===== src/rtl/gb_fetch_pkg.sv =====
// Shared types and decode helpers for the LR35902 instruction fetch stage.
// Holds the fetch state encoding, the CB prefix constant and the immediate-length table.
package gb_fetch_pkg;

    typedef enum logic [2:0] {
        FETCH_OP,
        FETCH_CB,
        FETCH_LO,
        FETCH_HI,
        ISSUE
    } fetch_state_e;

    localparam logic [7:0] CB_PREFIX = 8'hCB;

    // Number of immediate bytes following a non-prefixed opcode; undefined opcodes carry none.
    function automatic logic [1:0] imm_len(input logic [7:0] op);
        logic [1:0] len;
        len = 2'd0;
        case (op)
            8'h06, 8'h0E, 8'h16, 8'h1E, 8'h26, 8'h2E, 8'h36, 8'h3E,
            8'h18, 8'h20, 8'h28, 8'h30, 8'h38,
            8'hC6, 8'hCE, 8'hD6, 8'hDE, 8'hE6, 8'hEE, 8'hF6, 8'hFE,
            8'hE0, 8'hF0, 8'hE8, 8'hF8:
                len = 2'd1;
            8'h01, 8'h11, 8'h21, 8'h31, 8'h08,
            8'hC2, 8'hC3, 8'hC4, 8'hCA, 8'hCC, 8'hCD, 8'hD2, 8'hD4, 8'hDA, 8'hDC,
            8'hEA, 8'hFA:
                len = 2'd2;
            default:
                len = 2'd0;
        endcase
        return len;
    endfunction

endpackage


===== src/rtl/fetch_pc.sv =====
// Program counter register for the fetch stage.
// Reset load wins over redirect, which wins over increment; increment wraps modulo 2^ADDR_W.
module fetch_pc #(
    parameter int                 ADDR_W   = 16,
    parameter logic [ADDR_W-1:0]  RESET_PC = '0
) (
    input  logic              clk,
    input  logic              rst,
    input  logic              inc,
    input  logic              load,
    input  logic [ADDR_W-1:0] load_addr,
    output logic [ADDR_W-1:0] pc
);

    logic [ADDR_W-1:0] pc_d;
    logic [ADDR_W-1:0] pc_q;

    always_comb begin
        pc_d = pc_q;
        if (load) begin
            pc_d = load_addr;
        end else if (inc) begin
            pc_d = pc_q + ADDR_W'(1);
        end
    end

    always_ff @(posedge clk) begin
        if (rst) begin
            pc_q <= RESET_PC;
        end else begin
            pc_q <= pc_d;
        end
    end

    assign pc = pc_q;

endmodule


===== src/rtl/instr_fetch.sv =====
// LR35902 fetch stage: reads opcode, optional CB byte and immediates over a req/ack port,
// then holds the assembled instruction until decode takes it or execute redirects the PC.
module instr_fetch
    import gb_fetch_pkg::*;
#(
    parameter int                 ADDR_W   = 16,
    parameter logic [ADDR_W-1:0]  RESET_PC = '0
) (
    input  logic              clk,
    input  logic              rst,
    output logic [ADDR_W-1:0] mem_addr,
    output logic              mem_rd_req,
    input  logic              mem_rd_ack,
    input  logic [7:0]        mem_rd_data,
    output logic              op_valid,
    input  logic              op_ready,
    output logic [7:0]        op,
    output logic              op_cb,
    output logic [7:0]        cb_op,
    output logic [15:0]       imm,
    output logic [ADDR_W-1:0] op_pc,
    input  logic              jump_en,
    input  logic [ADDR_W-1:0] jump_addr
);

    fetch_state_e      state_d, state_q;
    logic              mem_rd_req_d, mem_rd_req_q;
    logic              op_valid_d, op_valid_q;
    logic [7:0]        op_d, op_q;
    logic              op_cb_d, op_cb_q;
    logic [7:0]        cb_op_d, cb_op_q;
    logic [15:0]       imm_d, imm_q;
    logic [ADDR_W-1:0] op_pc_d, op_pc_q;
    logic [ADDR_W-1:0] pc;
    logic              pc_inc;
    logic              byte_ok;

    fetch_pc #(
        .ADDR_W   (ADDR_W),
        .RESET_PC (RESET_PC)
    ) u_fetch_pc (
        .clk       (clk),
        .rst       (rst),
        .inc       (pc_inc),
        .load      (jump_en),
        .load_addr (jump_addr),
        .pc        (pc)
    );

    // A byte only counts if we were actually requesting and no redirect is discarding it.
    assign byte_ok = mem_rd_req_q && mem_rd_ack && !jump_en;

    always_comb begin
        state_d = state_q;
        op_d    = op_q;
        op_cb_d = op_cb_q;
        cb_op_d = cb_op_q;
        imm_d   = imm_q;
        op_pc_d = op_pc_q;
        pc_inc  = 1'b0;

        case (state_q)
            FETCH_OP: begin
                if (byte_ok) begin
                    op_d    = mem_rd_data;
                    op_pc_d = pc;
                    pc_inc  = 1'b1;
                    if (mem_rd_data == CB_PREFIX) begin
                        state_d = FETCH_CB;
                    end else if (imm_len(mem_rd_data) == 2'd0) begin
                        state_d = ISSUE;
                    end else begin
                        state_d = FETCH_LO;
                    end
                end
            end
            FETCH_CB: begin
                if (byte_ok) begin
                    cb_op_d = mem_rd_data;
                    op_cb_d = 1'b1;
                    pc_inc  = 1'b1;
                    state_d = ISSUE;
                end
            end
            FETCH_LO: begin
                if (byte_ok) begin
                    imm_d[7:0] = mem_rd_data;
                    pc_inc     = 1'b1;
                    state_d    = (imm_len(op_q) == 2'd2) ? FETCH_HI : ISSUE;
                end
            end
            FETCH_HI: begin
                if (byte_ok) begin
                    imm_d[15:8] = mem_rd_data;
                    pc_inc      = 1'b1;
                    state_d     = ISSUE;
                end
            end
            ISSUE: begin
                if (op_ready) begin
                    state_d = FETCH_OP;
                    op_cb_d = 1'b0;
                    cb_op_d = 8'h00;
                    imm_d   = 16'h0000;
                end
            end
            default: begin
                state_d = FETCH_OP;
            end
        endcase

        // A redirect abandons whatever was being assembled, after any same-cycle handshake.
        if (jump_en) begin
            state_d = FETCH_OP;
            op_cb_d = 1'b0;
            cb_op_d = 8'h00;
            imm_d   = 16'h0000;
        end

        mem_rd_req_d = (state_d != ISSUE);
        op_valid_d   = (state_d == ISSUE);
    end

    always_ff @(posedge clk) begin
        if (rst) begin
            state_q      <= FETCH_OP;
            mem_rd_req_q <= 1'b0;
            op_valid_q   <= 1'b0;
            op_q         <= 8'h00;
            op_cb_q      <= 1'b0;
            cb_op_q      <= 8'h00;
            imm_q        <= 16'h0000;
            op_pc_q      <= RESET_PC;
        end else begin
            state_q      <= state_d;
            mem_rd_req_q <= mem_rd_req_d;
            op_valid_q   <= op_valid_d;
            op_q         <= op_d;
            op_cb_q      <= op_cb_d;
            cb_op_q      <= cb_op_d;
            imm_q        <= imm_d;
            op_pc_q      <= op_pc_d;
        end
    end

    assign mem_addr   = pc;
    assign mem_rd_req = mem_rd_req_q;
    assign op_valid   = op_valid_q;
    assign op         = op_q;
    assign op_cb      = op_cb_q;
    assign cb_op      = cb_op_q;
    assign imm        = imm_q;
    assign op_pc      = op_pc_q;

endmodule


===== config.mk =====
export PLATFORM = sky130hd
export DESIGN_NAME = instr_fetch
export DESIGN_NICKNAME = d
export VERILOG_FILES = /design/src/rtl/gb_fetch_pkg.sv /design/src/rtl/fetch_pc.sv /design/src/rtl/instr_fetch.sv
export SDC_FILE = /design/constraint.sdc
export NUM_CORES = 1
export LEC_CHECK = 0
export BUFFER_PORTS_ARGS = -buffer_cell sky130_fd_sc_hd__buf_4
export CORE_AREA = 2 2 105 67
export CTS_CLUSTER_DIAMETER = 60
export DETAILED_ROUTE_END_ITERATION = 16
export DIE_AREA = 0 0 107 69
export HOLD_SLACK_MARGIN = 0.1
export PLACE_DENSITY = 0.77
export SETUP_SLACK_MARGIN = 0.5
export SYNTH_ARGS = -nofsm -noshare
export SYNTH_HDL_FRONTEND = slang
export SYNTH_SLANG_ARGS = --single-unit

===== constraint.sdc =====
create_clock -name clk -period 1.8 [get_ports clk]
set_input_delay 0.18 -clock clk [delete_from_list [all_inputs] [get_ports clk]]
set_output_delay 0.18 -clock clk [all_outputs]
set_load 0.005 [all_outputs]

==> impl_table.tex, run 1 <==
\begin{tabular}{lr}
\hline
Metric & Value \\
\hline
\multicolumn{2}{l}{\textbf{Routing}} \\
\quad Detailed Route WL & 10.3 mm \\
\quad Violation count after the first detailed-route iteration & 344 \\
\quad Pre-antenna DRT Iters & 4 \\
\quad Via count & 3379 \\
\quad Number of antenna-violating nets in the routed design & 0 \\
\quad Average vias per placed instance & 5.67 \\
\quad Detail-routed net length per standard cell & 17.2 um \\
\quad Drt drc & 0 \\
\multicolumn{2}{l}{\textbf{Timing}} \\
\quad Highest clock frequency the design can meet & 618 MHz \\
\quad Final Setup Violations & 0 \\
\quad Actual slew at the worst max-slew pin & 0.550 ns \\
\quad Clock period minus worst slack & 1.62 ns \\
\quad Final TNS setup & 0 ns \\
\quad Slew margin rel. & 0.630 \\
\quad Total count of hold-check failures in the final report & 0 \\
\quad Post-Route Skew & 0.00659 ns \\
\quad Setup repair after global routing missed its margin & true \\
\quad Count of pins over their slew limit & 0 \\
\quad Post-Route Hold Slack & 0.108 ns \\
\quad Share of the clock period used by the worst path & 0.899 \\
\multicolumn{2}{l}{\textbf{Power}} \\
\quad Peak supply drop & 0.000383 V \\
\quad Switching power of the nets & 0.000814 W \\
\quad Switching power as a share of total power & 0.261 \\
\quad Internal & 0.00230 W \\
\quad Power per unit of standard cell area & 660 nW/um2 \\
\quad Clk network pwr share & 0.346 \\
\quad Sequential share of power & 0.524 \\
\quad Static leakage power & 1.87 nW \\
\quad Gate power share & 0.130 \\
\multicolumn{2}{l}{\textbf{Placement}} \\
\quad Count of buffers inserted at the top-level ports & 95 \\
\quad HPWL after detailed placement & 6.29 mm \\
\quad Cells after DPL & 558 \\
\quad Weighted congestion reported at the end of routability-driven placement & 0.908 \\
\multicolumn{2}{l}{\textbf{Yosys}} \\
\quad Portion of the post-synthesis area used by sequential elements & 0.442 \\
\quad Syn Inst Count & 389 \\
\quad Netlist area before placement & 3170 um2 \\
\quad Ranking of synthesized cells by instance count & 82 x nand2\_1, 70 x dfxtp\_1, 54 x a21oi\_1, 24 x nand3\_1, 23 x nor2\_1 \\
\quad Most used standard cell by instance count after synthesis & nand2\_1 \\
\quad Area fraction of the dominant cell type after synthesis & 0.442 \\
\quad Top cells by area, synth & dfxtp\_1 44\%, nand2\_1 9.7\%, a21oi\_1 8.5\%, nand3\_1 3.8\%, xnor2\_1 2.8\% \\
\quad Net count after synthesis & 419 \\
\quad Synth unique cells & 52 \\
\quad Number of enable flip-flop cells after synthesis & 0 \\
\quad Average size of a mapped cell & 8.15 um2 \\
\quad Most instantiated flip-flop cell in the synthesis netlist & dfxtp\_1 \\
\quad Count of synthesis-stage warnings from yosys & 0 \\
\quad Fraction of registers with async set/reset & 0 \\
\quad Seq cells post-synth & 70 \\
\quad Yosys top cell by area & dfxtp\_1 \\
\multicolumn{2}{l}{\textbf{GRT}} \\
\quad Pin count of the biggest net entering global routing & 43 \\
\quad Met3 global-route usage & 0.0681 \\
\quad Global-route wire length before repair & 15.5 mm \\
\quad GRT Total Usage & 0.264 \\
\quad Busiest layer in global routing & met2 \\
\quad Sum of overflow across all layers after global routing & 0 \\
\quad Global-route met2 utilization & 0.393 \\
\quad Via count of the first global-routing pass & 3033 \\
\quad Met1 usage in global routing & 0.382 \\
\quad Antenna violations before repair & 0 \\
\multicolumn{2}{l}{\textbf{Floorplanning}} \\
\quad Die outline width & 107 um \\
\quad Die outline height & 69 um \\
\quad Placeable Area & 6420 um2 \\
\quad Count of standard-cell rows & 23 \\
\quad Floorplan die area & 7380 um2 \\
\quad Count of boundary I/O pins & 96 \\
\quad Initial cell density of the core & 0.494 \\
\multicolumn{2}{l}{\textbf{Clock tree}} \\
\quad Level count of the clock H-tree & 3 \\
\quad Root cell of the clock tree & clkbuf\_8 \\
\quad Clock Path Buffers & 2 \\
\quad CTS tree & done \\
\quad Worst-Skew Late Latency & 0.35 ns \\
\quad Clock transition at the register clock pins on the worst setup and hold paths after CTS & 0.07 ns \\
\quad Total CTS buffers & 9 \\
\quad CTS Sinks & 70 \\
\multicolumn{2}{l}{\textbf{Layout}} \\
\quad Number of filler cells placed in the layout & 474 \\
\quad Number of cells in the finished layout apart from fillers & 596 \\
\quad Synthesis-to-finish area growth & 48.9\% \\
\quad Share of layout cells above drive strength 1 & 0.436 \\
\quad Nets@finish & 536 \\
\quad Final design utilization & 0.735 \\
\quad Count of antenna diodes in the layout & 0 \\
\multicolumn{2}{l}{\textbf{Run}} \\
\quad Maxcap violations & 0 \\
\multicolumn{2}{l}{\textbf{Min path}} \\
\quad Number of instances on the worst hold path & 3 \\
\quad Worst hold path endpoint & u\_fetch\_pc.pc[15] \\
\quad Hold crit path type & input pin to flop \\
\quad Startpoint of the most critical hold path & jump\_addr[15] \\
\multicolumn{2}{l}{\textbf{Setup path}} \\
\quad Reg-to-reg critical path startpoint & state\_q[2] \\
\quad Required time at the endpoint of the critical path & 2.05 ns \\
\quad Setup Crit Path Kind & flop to flop \\
\quad Crit. End Element & flop \\
\quad Worst Path Arrival & 1.87 ns \\
\quad Crit path launch type & flop \\
\quad Highest net fanout along the worst path & 6 \\
\quad Setup slack, reg-to-reg & 0.18 ns \\
\quad Depth of the worst register-to-register path & 4 \\
\quad Endpoint of the worst register-to-register path & u\_fetch\_pc.pc[12] \\
\multicolumn{2}{l}{\textbf{Run status}} \\
\quad Run status & finished, final reports clean \\
\hline
\end{tabular}
-- cell type report --
class,count,area (um2),share of cell area
Tap cell,87,109,0.0231
Clock buffer,12,145,0.0308
Multi-Input combinational cell,282,1910,0.404
Clock inverter,2,10.0,0.00212
Sequential cell,70,1420,0.301
Timing Repair Buffer,137,1110,0.235
Inverter,6,22.5,0.00477
-- cell families (layout without fill, tap and decap cells) --
kind of cell | after synthesis | count (layout) | share of synthesized area
and+or+nand+nor | 178 | 179 | 0.289
adders and majority gates | 1 | 1 | 0.00395
xor gates and xnor gates | 11 | 11 | 0.0304
DFF | 70 | 70 | 0.442
buffers and inverters | 38 | 157 | 0.0541
AOI/OAI and AO/OA | 91 | 91 | 0.180
-- flip-flops by register name, summed over array words and instances (netlist names) --
signal / cells
imm: 16
op_pc: 16
u_fetch_pc.pc: 16
cb_op: 8
op: 8
state_q: 3
mem_rd_req: 1
op_cb: 1
op_valid: 1
-- routing by layer --
| metal | up-vias | part of all wire |
|---|---|---|
| li1 | 1591 | - |
| met1 | 1608 | 0.46 |
| met2 | 158 | 0.45 |
| met3 | 22 | 0.077 |
| met4 | 0 | 0.018 |
| met5 | - | 0 |
-- critical path, stage by stage, from the launching register on --
cell and delay (ns):
dfxtp_4 0.35, and4bb_4 0.36, nand4_4 0.19, or3_1 0.36
a311oi_1 0.27
-- timing repair --
action,in CTS,in global routing
hold buffers,4,0
buffers inserted,15,2
resized for setup,60,33
pin swaps,47,14
gates cloned,3,0
setup endpoints to repair,70,70
hold endpoints to repair,4,0
-- cell usage in the layout (no fill, tap or decap), drive strengths merged, types with 2 or more instances in the layout --
master / instances
nand4: 4
nor2b: 2
a311oi: 4
o21ai: 8
and3b: 3
a21oi: 54
a2111oi: 2
nand2b: 4
a22oi: 8
buf: 133
xnor2: 10
nand2: 82
or3: 4
dlygate4sd3: 4
nor4b: 2
and4: 2
a211oi: 8
clkinv: 2
or2: 3
clkbuf: 12
nor4: 4
inv: 6
or4b: 2
and3: 5
dfxtp: 70
nand3b: 6
nand3: 24
nor3: 3
nor2: 23
and4bb: 2
-- power by group through the flow --
stage | clock, W | sequential (W) | combinational (W)
floorplan | 0 | 0.00166 | 0.000169
global placement | 0 | 0.00166 | 0.000325
detailed placement | 0 | 0.00166 | 0.000332
CTS | 0.00109 | 0.00163 | 0.000374
global route | 0.00115 | 0.00164 | 0.000429
finish | 0.00108 | 0.00163 | 0.000405
-- how the worst max path moves through the flow --
stage	from	slack [ns]	end
finish	state_q[2]	0.18	u_fetch_pc.pc[12]
global route	u_fetch_pc.pc[1]	0.07	u_fetch_pc.pc[12]
CTS	state_q[2]	0.18	u_fetch_pc.pc[9]
detailed placement	mem_rd_data[1]	0.14	op_valid
global placement	mem_rd_data[1]	0.20	state_q[2]
floorplan	state_q[2]	0.25	op_valid
-- stage by stage --
step | setup WS (ns) | instance area, um2 | total power [W]
2_1_floorplan | 0.247 | 3260 | 0.00183
3_3_place_gp | 0.195 | 4050 | 0.00199
3_5_place_dp | 0.137 | 4050 | 0.00200
4_1_cts | 0.176 | 4560 | 0.00309
5_1_grt | 0.0669 | 4720 | 0.00322
6_report | 0.181 | 4720 | 0.00312
(Power assumes the default switching activity.)
==> inputs of run 2 (changes only) <==
--- a/config.mk
+++ b/config.mk
@@ -6,12 +6,12 @@
 export NUM_CORES = 1
 export LEC_CHECK = 0
 export BUFFER_PORTS_ARGS = -buffer_cell sky130_fd_sc_hd__buf_4
-export CORE_AREA = 2 2 105 67
+export CORE_AREA = 2 2 112 71
 export CTS_CLUSTER_DIAMETER = 60
 export DETAILED_ROUTE_END_ITERATION = 16
-export DIE_AREA = 0 0 107 69
+export DIE_AREA = 0 0 114 73
 export HOLD_SLACK_MARGIN = 0.1
-export PLACE_DENSITY = 0.77
+export PLACE_DENSITY = 0.7
 export SETUP_SLACK_MARGIN = 0.5
 export SYNTH_ARGS = -nofsm -noshare
 export SYNTH_HDL_FRONTEND = slang
==> run 2 against run 1 <==
  * Sequential share of layout area decreased by 0.28 points
  * Clock power rose by 49%
  * Global-route usage is 2.8 points lower
  * Register-to-register slack improved by 0.06 ns
  * Combinational power decreased by 1%
  * Largest cell class unchanged
==> impl_table.tex, run 2 (synthesis results as in run 1) <==
\begin{tabular}{lr}
\hline
Metric & Value \\
\hline
\multicolumn{2}{l}{\textbf{Layout}} \\
\quad Synthesis-to-finish area growth & 51.6\% \\
\quad Number of cells in the finished layout apart from fillers & 608 (+2.0\%) \\
\quad Highest-count cells in the layout ignoring fill and taps & 125 x buf\_4, 75 x nand2\_1, 58 x dfxtp\_1 \\
\quad Number of filler cells placed in the layout & 621 (+31\%) \\
\quad Final Cell Area & 4810 um2 (+1.8\%) \\
\quad Nets@finish & 540 (+0.75\%) \\
\quad Share of layout cells above drive strength 1 & 0.422 (-0.0140) \\
\quad Count of antenna diodes in the layout & 0 (unchanged) \\
\quad Most common library cell in the layout ignoring fill and taps & buf\_4 \\
\multicolumn{2}{l}{\textbf{Placement}} \\
\quad HPWL after detailed placement & 6.33 mm (+0.66\%) \\
\quad Post-Place Setup Slack & 0.0691 ns (-0.0679 ns) \\
\quad Count of buffers inserted at the top-level ports & 95 (unchanged) \\
\quad Cells after DPL & 566 (+1.4\%) \\
\quad Weighted congestion reported at the end of routability-driven placement & 0.797 (-12\%) \\
\quad Cell area after placement & 4060 um2 (+0.40\%) \\
\multicolumn{2}{l}{\textbf{GRT}} \\
\quad Via count of the first global-routing pass & 2948 (-2.8\%) \\
\quad Busiest layer in global routing & met2 \\
\quad GRT Total Usage & 0.236 (-0.0282) \\
\quad Met1 usage in global routing & 0.339 (-0.0436) \\
\quad Antenna violations before repair & 0 (unchanged) \\
\quad Pin count of the biggest net entering global routing & 28 (-35\%) \\
\quad Met3 global-route usage & 0.0714 (+0.00331) \\
\quad Sum of overflow across all layers after global routing & 0 (unchanged) \\
\quad Global-route met2 utilization & 0.351 (-0.0416) \\
\quad Global-route wire length before repair & 15.3 mm (-1.7\%) \\
\multicolumn{2}{l}{\textbf{Timing}} \\
\quad Final WS setup & 0.240 ns (+0.0591 ns) \\
\quad Share of the clock period used by the worst path & 0.866 (-0.0329) \\
\quad Setup repair after global routing missed its margin & true \\
\quad Count of pins over their slew limit & 0 (unchanged) \\
\quad Total count of hold-check failures in the final report & 0 (unchanged) \\
\quad Actual slew at the worst max-slew pin & 0.614 ns (+0.0635 ns) \\
\quad Final Setup Violations & 0 (unchanged) \\
\quad Highest clock frequency the design can meet & 641 MHz (+3.8\%) \\
\quad Clock period minus worst slack & 1.56 ns (-0.0591 ns) \\
\quad Final TNS setup & 0 ns (unchanged) \\
\quad Post-Route Skew & 0.00577 ns (-0.000812 ns) \\
\quad Slew margin rel. & 0.591 (-0.0390) \\
\multicolumn{2}{l}{\textbf{Floorplanning}} \\
\quad Count of boundary I/O pins & 96 (unchanged) \\
\quad Floorplan die area & 8320 um2 (+13\%) \\
\quad Die outline height & 73 um (+5.8\%) \\
\quad Count of standard-cell rows & 25 (+8.7\%) \\
\quad Die outline width & 114 um (+6.5\%) \\
\quad Placeable Area & 7440 um2 (+16\%) \\
\quad Initial cell density of the core & 0.426 (-0.0681) \\
\multicolumn{2}{l}{\textbf{Power}} \\
\quad Overall Power & 0.00364 W (+17\%) \\
\quad Peak supply drop & 0.000554 V (+44\%) \\
\quad Power per unit of standard cell area & 757 nW/um2 (+15\%) \\
\quad Static leakage power & 1.90 nW (+1.9\%) \\
\multicolumn{2}{l}{\textbf{Clock tree}} \\
\quad Clock Path Buffers & 2 (unchanged) \\
\quad Level count of the clock H-tree & 3 (unchanged) \\
\quad CTS Sinks & 70 (unchanged) \\
\quad CTS tree & done \\
\quad Total CTS buffers & 9 (unchanged) \\
\quad Clock transition at the register clock pins on the worst setup and hold paths after CTS & 0.05 ns (-0.02 ns) \\
\quad Worst-Skew Late Latency & 0.33 ns (-0.02 ns) \\
\quad Root cell of the clock tree & clkbuf\_16 \\
\multicolumn{2}{l}{\textbf{Setup path}} \\
\quad Cell-by-cell trace of the critical path & and4bb\_4, nand4\_4, or3\_1, a311oi\_1 \\
\quad Depth of the worst register-to-register path & 4 (unchanged) \\
\quad Required time at the endpoint of the critical path & 2.04 ns (about the same) \\
\quad Reg-to-reg critical path startpoint & state\_q[2] \\
\quad Setup Crit Path Kind & flop to flop \\
\quad Crit. End Element & flop \\
\quad Setup slack, reg-to-reg & 0.24 ns (+0.06 ns) \\
\quad Cell family with most CP delay & simple AND/OR/NAND/NOR gates \\
\quad Endpoint of the worst register-to-register path & u\_fetch\_pc.pc[11] \\
\quad Buffers \& Inverters on Critical Path & 0 (unchanged) \\
\quad Delay of the slowest cell on the worst path & 0.38 ns (+0.02 ns) \\
\quad Highest net fanout along the worst path & 7 (+1) \\
\quad Cell type of the slowest stage on the worst timing path & and4bb\_4 \\
\quad Worst Path Arrival & 1.80 ns (-0.07 ns) \\
\quad Crit path launch type & flop \\
\multicolumn{2}{l}{\textbf{Run}} \\
\quad Maxcap violations & 0 (unchanged) \\
\multicolumn{2}{l}{\textbf{Routing}} \\
\quad Average vias per placed instance & 5.45 (-3.9\%) \\
\quad Drt drc & 0 (unchanged) \\
\quad Pre-antenna DRT Iters & 4 (unchanged) \\
\quad Number of antenna-violating nets in the routed design & 0 (unchanged) \\
\quad Detail-routed net length per standard cell & 15.8 um (-8.4\%) \\
\quad Via count & 3311 (-2.0\%) \\
\quad Detailed Route WL & 9.60 mm (-6.6\%) \\
\quad Violation count after the first detailed-route iteration & 225 (-35\%) \\
\multicolumn{2}{l}{\textbf{Run status}} \\
\quad Run status & finished, final reports clean \\
\multicolumn{2}{l}{\textbf{Min path}} \\
\quad Startpoint of the most critical hold path & jump\_addr[4] \\
\quad Number of instances on the worst hold path & 3 (unchanged) \\
\quad Worst hold path endpoint & u\_fetch\_pc.pc[4] \\
\quad Hold crit path type & input pin to flop \\
\hline
\end{tabular}
[run 2: worst max-delay path by stage]
stage               startpoint                 to  cells after the start
floorplan           state_q[2]           op_valid                      6
global placement         op[3]           op_valid                      5
detailed placement  state_q[2]  u_fetch_pc.pc[12]                      4
CTS                 state_q[2]   u_fetch_pc.pc[9]                      4
global route        state_q[2]   u_fetch_pc.pc[6]                      6
finish              state_q[2]  u_fetch_pc.pc[11]                      4
[run 2: area by class of cell]
cell class | count | area [um2] | area share
inverters | 6 | 22.5 | 0.00469
clock buffers | 14 | 264 | 0.0549
multi-input cells | 282 | 1830 | 0.381
well taps | 94 | 118 | 0.0245
flip-flops and latches | 70 | 1430 | 0.298
clock inverters | 1 | 5.00 | 0.00104
repair buffers | 141 | 1130 | 0.236
[run 2: power by group]
group / internal [W] / switching [W] / leakage [nW]
Sequential: 0.00159 / 0.0000431 / 0.576
Clock: 0.000998 / 0.000613 / 0.133
Combinational: 0.000202 / 0.000198 / 1.19
Total: 0.00279 / 0.000854 / 1.90
[run 2: repair_timing]
item	CTS	global route
cloned	2	1
gates resized for setup	38	43
buffers inserted	16	7
setup endpoints to repair	70	70
hold buffers	1	0
endpoints found under the hold margin	1	0
pin swaps	11	30
[run 2: worst reg2reg max path, delay by kind of cell (launching register included)]
family	cells	cell delay [ns]
and+or+nand+nor	3	0.90
DFF	1	0.34
AOI/OAI and AO/OA	1	0.24
[run 2: metal layers]
metal | share of wire | wire length, um
met5 | 0 | 0
met4 | 0.0068 | 65
met3 | 0.064 | 614
met2 | 0.44 | 4250
met1 | 0.49 | 4660
[run 2: stage by stage]
step | utilization | hold WS (ns)
after floorplan | - | 0.308
after global placement | 0.546 | 0.420
after detailed placement | 0.546 | 0.424
after CTS | 0.617 | 0.102
after global routing | 0.646 | 0.107
final | 0.646 | 0.110
==> inputs of run 3 (changes only) <==
--- a/config.mk
+++ b/config.mk
@@ -6,13 +6,14 @@
 export NUM_CORES = 1
 export LEC_CHECK = 0
 export BUFFER_PORTS_ARGS = -buffer_cell sky130_fd_sc_hd__buf_4
-export CORE_AREA = 2 2 112 71
+export CORE_AREA = 2 2 115 72
 export CTS_CLUSTER_DIAMETER = 60
 export DETAILED_ROUTE_END_ITERATION = 16
-export DIE_AREA = 0 0 114 73
+export DIE_AREA = 0 0 117 74
 export HOLD_SLACK_MARGIN = 0.1
 export PLACE_DENSITY = 0.7
 export SETUP_SLACK_MARGIN = 0.5
 export SYNTH_ARGS = -nofsm -noshare
 export SYNTH_HDL_FRONTEND = slang
+export SYNTH_HIERARCHICAL = 1
 export SYNTH_SLANG_ARGS = --single-unit
==> run 3 against run 2 <==
  * Maximum frequency down 10%
  * Clock-buffer cell count fell by 3
  * Die area increased by 4.0%
  * Combinational power increased by 23%
  * Final area up 7.3%
  * Synthesized cell count rose by 2.6%
  * Register-to-register slack worse by 0.17 ns
  * Routed wire length grew 12%
  * Clock power rose by 29%
  * Worst hold slack about the same
  * Critical path type unchanged
==> impl_table.tex, run 3 <==
\begin{tabular}{lr}
\hline
Metric & Value \\
\hline
\multicolumn{2}{l}{\textbf{Run status}} \\
\quad Run status & finished, final reports clean \\
\multicolumn{2}{l}{\textbf{Routing}} \\
\quad Via count & 3345 (+1.0\%) \\
\quad Pre-antenna DRT Iters & 4 (unchanged) \\
\quad Average vias per placed instance & 5.35 (-1.7\%) \\
\quad Drt drc & 0 (unchanged) \\
\quad Violation count after the first detailed-route iteration & 173 (-23\%) \\
\quad Number of antenna-violating nets in the routed design & 0 (unchanged) \\
\quad Detail-routed net length per standard cell & 17.1 um (+8.6\%) \\
\quad Detailed Route WL & 10.7 mm (+12\%) \\
\multicolumn{2}{l}{\textbf{GRT}} \\
\quad Via count of the first global-routing pass & 3072 (+4.2\%) \\
\quad Sum of overflow across all layers after global routing & 0 (unchanged) \\
\quad Pin count of the biggest net entering global routing & 43 (+54\%) \\
\quad Global-route wire length before repair & 16.2 mm (+6.0\%) \\
\quad Antenna violations before repair & 0 (unchanged) \\
\quad GRT Total Usage & 0.249 (+0.0128) \\
\multicolumn{2}{l}{\textbf{Min path}} \\
\quad Hold crit path type & input pin to flop \\
\multicolumn{2}{l}{\textbf{Timing}} \\
\quad Setup repair after global routing missed its margin & true \\
\quad Count of pins over their slew limit & 0 (unchanged) \\
\quad Share of the clock period used by the worst path & 0.964 (+0.0971) \\
\quad Final WS setup & 0.0656 ns (-0.175 ns) \\
\quad Clock period minus worst slack & 1.73 ns (+0.175 ns) \\
\quad Post-Route Hold Slack & 0.110 ns (-0.0000500 ns) \\
\quad Final TNS setup & 0 ns (unchanged) \\
\quad Slew margin rel. & 0.685 (+0.0942) \\
\quad Actual slew at the worst max-slew pin & 0.473 ns (-0.141 ns) \\
\quad Total count of hold-check failures in the final report & 0 (unchanged) \\
\quad Final Setup Violations & 0 (unchanged) \\
\quad Highest clock frequency the design can meet & 577 MHz (-10\%) \\
\quad Post-Route Skew & 0.0102 ns (+0.00440 ns) \\
\multicolumn{2}{l}{\textbf{Floorplanning}} \\
\quad Die outline height & 74 um (+1.4\%) \\
\quad Count of standard-cell rows & 25 (unchanged) \\
\quad Floorplan die area & 8660 um2 (+4.0\%) \\
\quad Placeable Area & 7660 um2 (+2.9\%) \\
\quad Count of boundary I/O pins & 96 (unchanged) \\
\quad Die outline width & 117 um (+2.6\%) \\
\quad Initial cell density of the core & 0.438 (+0.0125) \\
\multicolumn{2}{l}{\textbf{Layout}} \\
\quad Number of filler cells placed in the layout & 639 (+2.9\%) \\
\quad Nets@finish & 542 (+0.37\%) \\
\quad Count of antenna diodes in the layout & 0 (unchanged) \\
\quad Most common library cell in the layout ignoring fill and taps & buf\_4 \\
\quad Final design utilization & 0.673 (+0.0271) \\
\quad Share of layout cells above drive strength 1 & 0.445 (+0.0227) \\
\quad Synthesis-to-finish area growth & 53.5\% \\
\quad Highest-count cells in the layout ignoring fill and taps & 116 x buf\_4, 65 x dfxtp\_1, 39 x a21oi\_1 \\
\multicolumn{2}{l}{\textbf{Yosys}} \\
\quad Netlist area before placement & 3360 um2 (+6.0\%) \\
\quad Ranking of synthesized cells by instance count & 70 x dfxtp\_1, 63 x nand2\_1, 43 x a21oi\_1, 37 x nor2\_1, 24 x a22oi\_1 \\
\quad Area fraction of the dominant cell type after synthesis & 0.417 (-0.0249) \\
\quad Net count after synthesis & 429 (+2.4\%) \\
\quad Count of synthesis-stage warnings from yosys & 6 (+6) \\
\quad Most used standard cell by instance count after synthesis & dfxtp\_1 \\
\quad Average size of a mapped cell & 8.42 um2 (+3.3\%) \\
\quad Top cells by area, synth & dfxtp\_1 42\%, nand2\_1 7.0\%, a21oi\_1 6.4\%, a22oi\_1 5.4\%, nor2\_1 4.1\% \\
\quad Synth unique cells & 56 (+7.7\%) \\
\quad Most instantiated flip-flop cell in the synthesis netlist & dfxtp\_1 \\
\quad Seq cells post-synth & 70 (unchanged) \\
\quad Syn Inst Count & 399 (+2.6\%) \\
\quad Fraction of registers with async set/reset & 0 (unchanged) \\
\quad Portion of the post-synthesis area used by sequential elements & 0.417 (-0.0249) \\
\quad Number of enable flip-flop cells after synthesis & 0 (unchanged) \\
\quad Yosys top cell by area & dfxtp\_1 \\
\multicolumn{2}{l}{\textbf{Power}} \\
\quad Static leakage power & 2.21 nW (+16\%) \\
\quad Peak supply drop & 0.000826 V (+49\%) \\
\quad Power per unit of standard cell area & 820 nW/um2 (+8.3\%) \\
\quad Overall Power & 0.00423 W (+16\%) \\
\multicolumn{2}{l}{\textbf{Clock tree}} \\
\quad CTS Sinks & 70 (unchanged) \\
\quad Total CTS buffers & 9 (unchanged) \\
\quad CTS tree & done \\
\quad Clock transition at the register clock pins on the worst setup and hold paths after CTS & 0.06 ns (about the same) \\
\quad Root cell of the clock tree & clkbuf\_16 \\
\quad Clock Path Buffers & 2 (unchanged) \\
\quad Worst-Skew Late Latency & 0.34 ns (about the same) \\
\quad Level count of the clock H-tree & 3 (unchanged) \\
\multicolumn{2}{l}{\textbf{Setup path}} \\
\quad Required time at the endpoint of the critical path & 2.07 ns (+0.03 ns) \\
\quad Cell family with most CP delay & compound AO/OA/AOI/OAI gates \\
\quad Buffers \& Inverters on Critical Path & 0 (unchanged) \\
\quad Highest net fanout along the worst path & 2 (-5) \\
\quad Worst Path Arrival & 2.01 ns (+0.21 ns) \\
\quad Crit. End Element & flop \\
\quad Delay of the slowest cell on the worst path & 0.39 ns (about the same) \\
\quad Setup Crit Path Kind & flop to flop \\
\quad Cell type of the slowest stage on the worst timing path & or3b\_4 \\
\quad Cell-by-cell trace of the critical path & or3b\_4, a2111oi\_4, o221ai\_2, a311oi\_1, a21o\_1 \\
\quad Crit path launch type & flop \\
\multicolumn{2}{l}{\textbf{Placement}} \\
\quad HPWL after detailed placement & 7.15 mm (+13\%) \\
\quad Post-Place Setup Slack & 0.0266 ns (-0.0426 ns) \\
\quad Count of buffers inserted at the top-level ports & 95 (unchanged) \\
\quad Weighted congestion reported at the end of routability-driven placement & 0.847 (+6.3\%) \\
\multicolumn{2}{l}{\textbf{Run}} \\
\quad Maxcap violations & 0 (unchanged) \\
\hline
\end{tabular}
run 3: power by group:
group,leakage [nW],internal (W),switching (W)
clock network,0.166,0.00139,0.000688
registers,0.571,0.00159,0.0000611
logic,1.47,0.000239,0.000253
run 3: final timing paths:
path / slack, ns / endpoint / cells after the start / from
hold reg to reg: 0.46 / op_pc[13] / 2 / op_pc[13]
setup reg to reg: 0.07 / mem_rd_req / 5 / op[3]
setup / recovery: 0.07 / mem_rd_req / 5 / op[3]
hold / removal: 0.11 / u_fetch_pc/pc[5] / 3 / jump_addr[5]
run 3: tightest hold or removal path, cell delays in order:
cell and delay [ns]:
buf_4 0.11, nand2_1 0.06, a21oi_1 0.06
run 3: metrics by stage:
| step | cells | area (um2) |
|---|---|---|
| 3_3_place_gp | 598 | 4400 |
| 2_1_floorplan | 399 | 3540 |
| 5_1_grt | 625 | 5150 |
| 4_1_cts | 622 | 4970 |
| 6_report | 625 | 5150 |
| 3_5_place_dp | 598 | 4400 |
run 3: logic make-up (layout without fill, tap and decap cells):
family / after synthesis / count (layout) / synth area share
AO/OA/AOI/OAI: 103 / 104 / 0.214
flip-flops: 70 / 70 / 0.417
multiplexers: 4 / 4 / 0.0119
XOR/XNOR: 14 / 14 / 0.0365
adder cells (fa/ha/maj): 1 / 1 / 0.00373
buffers and inverters: 53 / 170 / 0.0727
AND/OR/NAND/NOR: 154 / 154 / 0.244
run 3: cell type report:
class | count | area, um2 | area share
inverters | 23 | 86.3 | 0.0167
flip-flops and latches | 70 | 1410 | 0.274
multi-input cells | 277 | 2090 | 0.406
clock buffers | 11 | 243 | 0.0471
well taps | 108 | 135 | 0.0262
repair buffers | 131 | 1080 | 0.210
clock inverters | 5 | 106 | 0.0206
run 3: metal layers:
layer  vias to the layer above  GRT usage  routed length, um
met5                         -          0                  0
met4                         0     0.0797                149
met3                        15     0.0758                664
met2                       107      0.349               4600
met1                      1598      0.364               5300
li1                       1625          -                  -
run 3: what timing repair did:
| action | CTS | global route |
|---|---|---|
| gates resized for setup | 37 | 42 |
| pin swaps | 16 | 28 |
| cloned | 1 | 1 |
| setup endpoints to repair | 70 | 71 |
| hold buffers | 5 | 0 |
| hold endpoints to repair | 5 | 0 |
| buffers inserted | 2 | 2 |
